`src/rtl/mul4_seq_if.sv`:
```
// Handshake bundle for mul4_seq: operand request from the controller, product/status back.
interface mul4_seq_if;
    logic       start;
    logic [3:0] a;
    logic [3:0] b;
    logic [7:0] p;
    logic       busy;
    logic       done;

    modport master (output start, a, b, input p, busy, done);
    modport slave  (input start, a, b, output p, busy, done);
endinterface

```
`src/rtl/mul4_seq.sv`:
```
// Sequential 4x4 unsigned shift-and-add multiplier with start/busy/done handshake.
// Optional build macro MUL4_EARLY_TERM_EN: finish CALC once remaining multiplier bits are zero.
//
// state | meaning
// IDLE  | waiting for start
// CALC  | one add+shift step per cycle on {H, L}
// DONE  | p just updated, done pulse; start here chains the next multiply
module mul4_seq (
    input  logic     clk,
    input  logic     rst_n,
    mul4_seq_if.slave bus
);

    typedef enum logic [1:0] {IDLE, CALC, DONE} state_t;

    state_t     state, state_nxt;
    logic [3:0] a_q, a_nxt;
    logic [3:0] h_q, h_nxt;
    logic [3:0] l_q, l_nxt;
    logic [2:0] cnt_q, cnt_nxt;
    logic [7:0] p_q, p_nxt;
    logic       busy_q, done_q;

    logic [3:0] sum;
    logic       c;
    logic [7:0] hl_sh;
    logic [7:0] hl_fin;
    logic [2:0] cnt_inc;
    logic       last;

    assign {c, sum} = {1'b0, h_q} + {1'b0, (l_q[0] ? a_q : 4'd0)};
    assign hl_sh    = {c, sum, l_q[3:1]};
    assign cnt_inc  = cnt_q + 3'd1;

`ifdef MUL4_EARLY_TERM_EN
    // Low (4 - steps) bits of the shifted L are the multiplier bits still to process.
    logic [3:0] rem_mask;
    assign rem_mask = 4'hF >> cnt_inc;
    assign last     = (cnt_inc == 3'd4) || ((hl_sh[3:0] & rem_mask) == 4'd0);
    assign hl_fin   = hl_sh >> (3'd4 - cnt_inc);
`else
    assign last     = (cnt_q == 3'd3);
    assign hl_fin   = hl_sh;
`endif

    always_comb begin
        state_nxt = state;
        a_nxt     = a_q;
        h_nxt     = h_q;
        l_nxt     = l_q;
        cnt_nxt   = cnt_q;
        p_nxt     = p_q;
        case (state)
            IDLE, DONE: begin
                if (bus.start) begin
                    a_nxt     = bus.a;
                    l_nxt     = bus.b;
                    h_nxt     = 4'd0;
                    cnt_nxt   = 3'd0;
                    state_nxt = CALC;
                end else begin
                    state_nxt = IDLE;
                end
            end
            CALC: begin
                cnt_nxt = cnt_inc;
                if (last) begin
                    {h_nxt, l_nxt} = hl_fin;
                    p_nxt          = hl_fin;
                    state_nxt      = DONE;
                end else begin
                    {h_nxt, l_nxt} = hl_sh;
                end
            end
            default: state_nxt = IDLE;
        endcase
    end

    always_ff @(posedge clk or negedge rst_n) begin
        if (!rst_n) begin
            state  <= IDLE;
            a_q    <= 4'd0;
            h_q    <= 4'd0;
            l_q    <= 4'd0;
            cnt_q  <= 3'd0;
            p_q    <= 8'h00;
            busy_q <= 1'b0;
            done_q <= 1'b0;
        end else begin
            state  <= state_nxt;
            a_q    <= a_nxt;
            h_q    <= h_nxt;
            l_q    <= l_nxt;
            cnt_q  <= cnt_nxt;
            p_q    <= p_nxt;
            busy_q <= (state_nxt == CALC);
            done_q <= (state_nxt == DONE);
        end
    end

    assign bus.p    = p_q;
    assign bus.busy = busy_q;
    assign bus.done = done_q;

endmodule

```
`src/flat_wrapper.sv`:
```
// flat-port wrapper written by rule: the top's interface ports become plain ports
module mul4_seq_flat 
  (clk, rst_n, bus_start, bus_a, bus_b, bus_p, bus_busy, bus_done);
  mul4_seq_if bus_i ();
  input  logic clk;
  input  logic rst_n;
  input wire logic [$bits(bus_i.start)-1:0] bus_start;
  input wire logic [$bits(bus_i.a)-1:0] bus_a;
  input wire logic [$bits(bus_i.b)-1:0] bus_b;
  output wire logic [$bits(bus_i.p)-1:0] bus_p;
  output wire logic [$bits(bus_i.busy)-1:0] bus_busy;
  output wire logic [$bits(bus_i.done)-1:0] bus_done;
  assign bus_i.start = bus_start;
  assign bus_i.a = bus_a;
  assign bus_i.b = bus_b;
  assign bus_p = bus_i.p;
  assign bus_busy = bus_i.busy;
  assign bus_done = bus_i.done;
  mul4_seq u_core (.clk(clk), .rst_n(rst_n), .bus(bus_i));
endmodule
```
`config.mk`:
```
export PLATFORM = sky130hd
export DESIGN_NAME = mul4_seq_flat
export DESIGN_NICKNAME = d
export VERILOG_FILES = /design/src/rtl/mul4_seq_if.sv /design/src/rtl/mul4_seq.sv /design/src/flat_wrapper.sv
export SDC_FILE = /design/constraint.sdc
export NUM_CORES = 1
export LEC_CHECK = 0
export CAP_MARGIN = 15
export CORE_ASPECT_RATIO = 0.6
export CORE_MARGIN = 1
export CORE_UTILIZATION = 25
export CTS_CLUSTER_SIZE = 30
export DETAILED_ROUTE_END_ITERATION = 6
export MAX_ROUTING_LAYER = met4
export SLEW_MARGIN = 10
export SYNTH_ARGS = -nofsm -noshare
export SYNTH_HDL_FRONTEND = slang
export SYNTH_SLANG_ARGS = --single-unit
```
`constraint.sdc`:
```
create_clock -name clk -period 3.9 [get_ports clk]
set_input_delay 0.78 -clock clk [delete_from_list [all_inputs] [get_ports clk]]
set_output_delay 0.78 -clock clk [all_outputs]
set_load 0.05 [all_outputs]
```
==> results of run 1 <==
==> state kept, by name (all words and copies together) (netlist names) <==
signal	flops
u_core.h_q	4
u_core.state	2
u_core.bus.busy	1
u_core.l_q	4
u_core.bus.p	8
u_core.bus.done	1
u_core.cnt_q	3
u_core.a_q	4
==> power breakdown <==
group	internal, mW	switching [mW]
registers	0.408	0.115
clock network	0.0726	0.0874
logic	0.324	0.368
total	0.804	0.570
==> cell usage in the layout, fill, tap and decap left out <==
cell	synthesis	layout
o21bai_1	2	2
mux2_2	7	7
mux2i_1	3	3
a22o_1	4	4
fa_1	1	1
a22oi_1	1	1
mux2_4	5	5
a21o_1	2	2
inv_1	3	3
nor2b_4	1	1
o21ai_0	7	7
a21oi_1	5	5
clkbuf_8	0	3
and2_1	5	5
nand2_2	1	1
nor2_1	2	2
clkdlybuf4s50_1	0	20
nand2b_1	1	1
nor2b_1	4	4
dfrtp_1	27	27
a211oi_1	3	3
nand2_1	5	5
ha_1	6	6
clkinvlp_4	0	1
xor2_1	2	2
buf_4	1	1
xnor2_1	1	1
==> kinds of logic after synthesis <==
group	synth area share (%)
flip-flops	52.3
AO/OA/AOI/OAI	12.0
AND/OR/NAND/NOR	8.43
multiplexers	14.2
buffers and inverters	3.58
adder cells (fa/ha/maj)	7.36
XOR/XNOR	2.04
==> worst paths after layout <==
check	startpoint	to	slack [ps]	depth (start not counted)
max in group asynchronous	rst_n	u_core.state[0]	2750	2
max reg2reg	u_core.l_q[0]	u_core.h_q[0]	2040	5
min reg2reg	u_core.cnt_q[2]	u_core.cnt_q[2]	500	2
min in group asynchronous	rst_n	u_core.bus.p[4]	880	2
max	u_core.bus.p[6]	bus_p[6]	1640	1
min	u_core.cnt_q[2]	u_core.cnt_q[2]	500	2
==> through the flow <==
step	utilization (%)	worst slack, ps	cell area, sq um
3_3_place_gp	32.4	1480	1540
6_report	33.5	1640	1590
3_5_place_dp	32.4	1410	1540
2_1_floorplan	-	2210	1290
5_1_grt	33.5	1590	1590
4_1_cts	33.5	1640	1590
==> synthesized netlist by cell type (2+ instances only) <==
cell,number,area share (%)
o21ai_0,7,2.7
nand2_1,5,1.5
nor2b_1,4,1.9
a211oi_1,3,1.7
and2_1,5,2.4
o21bai_1,2,1.2
buf_6,2,1.7
a21oi_1,5,1.9
a21o_1,2,1.2
mux2_2,7,6.1
xor2_1,2,1.4
nor2_1,2,0.58
mux2_4,5,5.8
ha_1,6,5.8
dfrtp_1,27,52
inv_1,3,0.87
mux2i_1,3,2.3
a22o_1,4,2.7
==> cell type report <==
type                            count  area, sq um  area share [%]
Clock buffer                        3         41.3            2.59
Clock inverter                      1         7.51           0.472
Inverter                            3         11.3           0.708
Multi-Input combinational cell     68          569            35.8
Sequential cell                    27          676            42.5
Tap cell                           63         78.8            4.95
Timing Repair Buffer               21          208            13.1
==> layer usage <==
layer	wire length (um)	vias to the layer above	GRT usage, %
li1	-	398	-
met1	1360	405	15.1
met2	1010	21	14.8
met3	111	3	3.54
met4	11	0	1.95
met5	0	-	-
==> results_dict.tcl, run 1 <==
set metrics [dict create \
    endpoint_kind "output port" \
    num_vias 827 \
    detail-route-antenna-nets 0 \
    rsz0062_at_grt "no" \
    num_rows 19 \
    status "finished, final reports clean" \
    grt_overflow 0 \
    crit_chain "clkdlybuf4s50_1" \
    synth.distinct_cells 26 \
    die_w_um 94.8 \
    post_cts_resized 0 \
    max-vdd-ir-drop_mv 0.377 \
    syn2layout_area_growth_pct 23.3 \
    synth_ff_type "dfrtp_1" \
    grt_pass1_vias 837 \
    io_buffers 20 \
    clkTransAtPathRegs_ps 90 \
    vias_per_cell 4.45 \
    final_hold_viol_count 0 \
    fmax_mhz 443 \
    syn_inst 102 \
    drt_wl_total_mm 2.50 \
    cp.required_ps 3120 \
    dr.pass1.iters 4 \
    crit_family "buffers and inverters" \
    crit_path_start_kind "flop" \
    clkLatencyLatePin_ps 280 \
    drc 0 \
    cts_setup_buffers 0 \
    setup_viol 0 \
    n_fill_cell 483 \
    gp_congestion 0.749 \
    leakagePower_nw 0.729 \
    cts_htree_levels 1 \
    worst_slew_pin_slew_ps 624 \
    relSlewSlack_pct 58.3 \
    io_pins 21 \
    grt_max_degree 28 \
    cts_tree "done" \
    grt.total_usage_pct 10.6 \
    crit_type "flop to output port" \
    root_buffer "clkbuf_8" \
    grt_pass1_wl_mm 4.18 \
    fin_skew_ps 6.40 \
    max_stage_delay_ps 830 \
    fin_setup_tns_ps 0 \
    routedWlPerCell_um 13.4 \
    die-area_sq_um 5470 \
    start_util_pct 27.2 \
    synth_edf_count 0 \
    die-height_um 57.7 \
    nets 142 \
    drive_gt1_share_pct 15.4 \
    syn-cell-area_sq_um 1290 \
    cts_buffers 3 \
    synth-seq-cells 27 \
    critPathMaxFanout 2 \
    holdWs_ps 503 \
    cp.arrival_ps 1480 \
    placed_cells 182 \
    worstHoldPathType "flop to flop" \
    ys_async_sr_fraction_pct 100 \
    fp.coreArea_sq_um 4750 \
    critPathBufInv 1 \
    clk_path_buf_depth 2 \
    cts.sink_count 27 \
    power_density_nw_per_um2 863 \
    drv_cap 0 \
    stdcell_count 186 \
    synth_fp_nets 120 \
    drt_iter0_markers 8 \
    antenna_found_initial 0 \
    cts_hold_buf 0 \
    crit_slowest_cell "clkdlybuf4s50_1" \
    slew_violations 0 \
    power_mw 1.37 \
    num_antenna_cells 0 \
    avgSynthCellArea_sq_um 12.7 \
    ys_warn_count 0 \
    seq_area_frac_synth_pct 52.3 \
    post-route-period-util_pct 57.9 \
    fin_crit_ps 2260 \
    dpl.hpwl_mm 1.92 \
]
No activity file was read; power rests on OpenSTA's default activity.
==> inputs of run 2 (changes only) <==
- clock period: 3.9 -> 1.9 ns (I/O delays scaled with it)
==> run 2 against run 1 <==
Net effect:
- power rose by 110%
- via count grew 4.5%
- critical path depth unchanged
- non-clock buffer count increased by 4
- first-iteration DRC count grew to 3.6 times the previous value
- setup slack got worse by 1600 ps
- critical path type unchanged
==> results_dict.tcl, run 2 (synthesized netlist as in run 1, its figures left out) <==
set metrics [dict create \
    antenna_found_initial 0 \
    vias_per_cell 4.55 \
    cts_tree "done" \
    drive_gt1_share_pct 20.5 \
    num_vias 864 \
    power_density_nw_per_um2 1780 \
    clkLatencyLatePin_ps 280 \
    root_buffer "clkbuf_8" \
    drv_cap 0 \
    die-area_sq_um 5470 \
    max_stage_delay_ps 800 \
    worst_slew_pin_slew_ps 504 \
    max-vdd-ir-drop_mv 0.729 \
    post-route-period-util_pct 96.7 \
    fin_crit_ps 1840 \
    syn2layout_area_growth_pct 26.3 \
    cts.sink_count 27 \
    cts_hold_buf 0 \
    num_rows 19 \
    cts_buffers 3 \
    rsz0062_at_grt "no" \
    cts_htree_levels 1 \
    cp.required_ps 1520 \
    fp.coreArea_sq_um 4750 \
    fin_skew_ps 13.6 \
    start_util_pct 27.2 \
    grt_pass1_vias 851 \
    dpl.hpwl_mm 2.10 \
    nets 146 \
    io_pins 21 \
    die-height_um 57.7 \
    dr.pass1.iters 4 \
    final_cell_mix "27 x dfrtp_1, 17 x clkdlybuf4s50_1, 7 x o21ai_0, 7 x mux2_2" \
    status "finished, final reports clean" \
    critPathMaxFanout 2 \
    fmax_mhz 544 \
    stdcell_count 190 \
    fin_setup_tns_ps 0 \
    largest_reg_flops 8 \
    io_buffers 20 \
    final_common_cell "dfrtp_1" \
    setup_viol 0 \
    drc 0 \
    gp_congestion 0.862 \
    crit_chain "clkdlybuf4s50_1" \
    placed_cells 186 \
    worstHoldPathType "primary input to async pin" \
    grt_max_degree 28 \
    clkTransAtPathRegs_ps 100 \
    final_core_util_pct 34.3 \
    crit_slowest_cell "clkdlybuf4s50_1" \
    crit_path_start_kind "flop" \
    die_w_um 94.8 \
    leakagePower_nw 0.779 \
    drt_iter0_markers 29 \
    crit_type "flop to output port" \
    routedWlPerCell_um 14.3 \
    clk_path_buf_depth 2 \
    cts_setup_buffers 0 \
    num_antenna_cells 0 \
    dpl_cell_area_sq_um 1570 \
    crit_family "buffers and inverters" \
    relSlewSlack_pct 66.4 \
    grt_pass1_wl_mm 4.45 \
    final_hold_viol_count 0 \
    slew_violations 0 \
    endpoint_kind "output port" \
    grt_overflow 0 \
    grt.total_usage_pct 11.7 \
    drt_wl_total_mm 2.72 \
    cp.arrival_ps 1460 \
    post_cts_resized 0 \
    critPathBufInv 1 \
    finalInstanceArea_sq_um 1630 \
    detail-route-antenna-nets 0 \
]
-- run 2: where the power goes --
group,switching (mW),internal (mW)
clock network,0.192,0.149
logic,0.847,0.693
registers,0.183,0.837
total,1.22,1.68
-- run 2: layer usage --
layer | vias to the layer above | GRT usage [%] | wire [um]
li1 | 407 | - | -
met1 | 433 | 17.0 | 1500
met2 | 21 | 15.8 | 1080
met3 | 3 | 4.07 | 133
met4 | 0 | 1.95 | 8
met5 | - | - | 0
-- run 2: final cells by class --
cell class,count,area (sq um)
clock inverters,1,7.51
repair buffers,25,240
well taps,63,78.8
fillers,469,3120
flip-flops and latches,27,676
inverters,3,11.3
clock buffers,3,41.3
multi-input cells,68,576
-- run 2: final timing paths --
path / startpoint / endpoint / slack [ps] / depth (start not counted)
hold reg to reg: u_core.bus.p[6] / u_core.bus.p[6] / 500 / 2
setup / recovery: u_core.bus.p[1] / bus_p[1] / 60 / 1
min in group clk: u_core.bus.p[6] / u_core.bus.p[6] / 500 / 2
hold / removal: rst_n / u_core.state[1] / 460 / 2
max in group asynchronous: rst_n / u_core.state[0] / 1160 / 2
setup reg to reg: u_core.l_q[0] / u_core.h_q[2] / 130 / 6
-- run 2: per-stage QoR --
stage / setup slack, ps / power [mW] / hold slack, ps
after floorplan: 211 / 2.11 / 84.4
after global placement: 166 / 2.51 / 469
after detailed placement: 94.2 / 2.57 / 488
after CTS: 19.6 / 2.91 / 475
after global routing: 0.357 / 3.11 / 491
final: 63.0 / 2.90 / 464
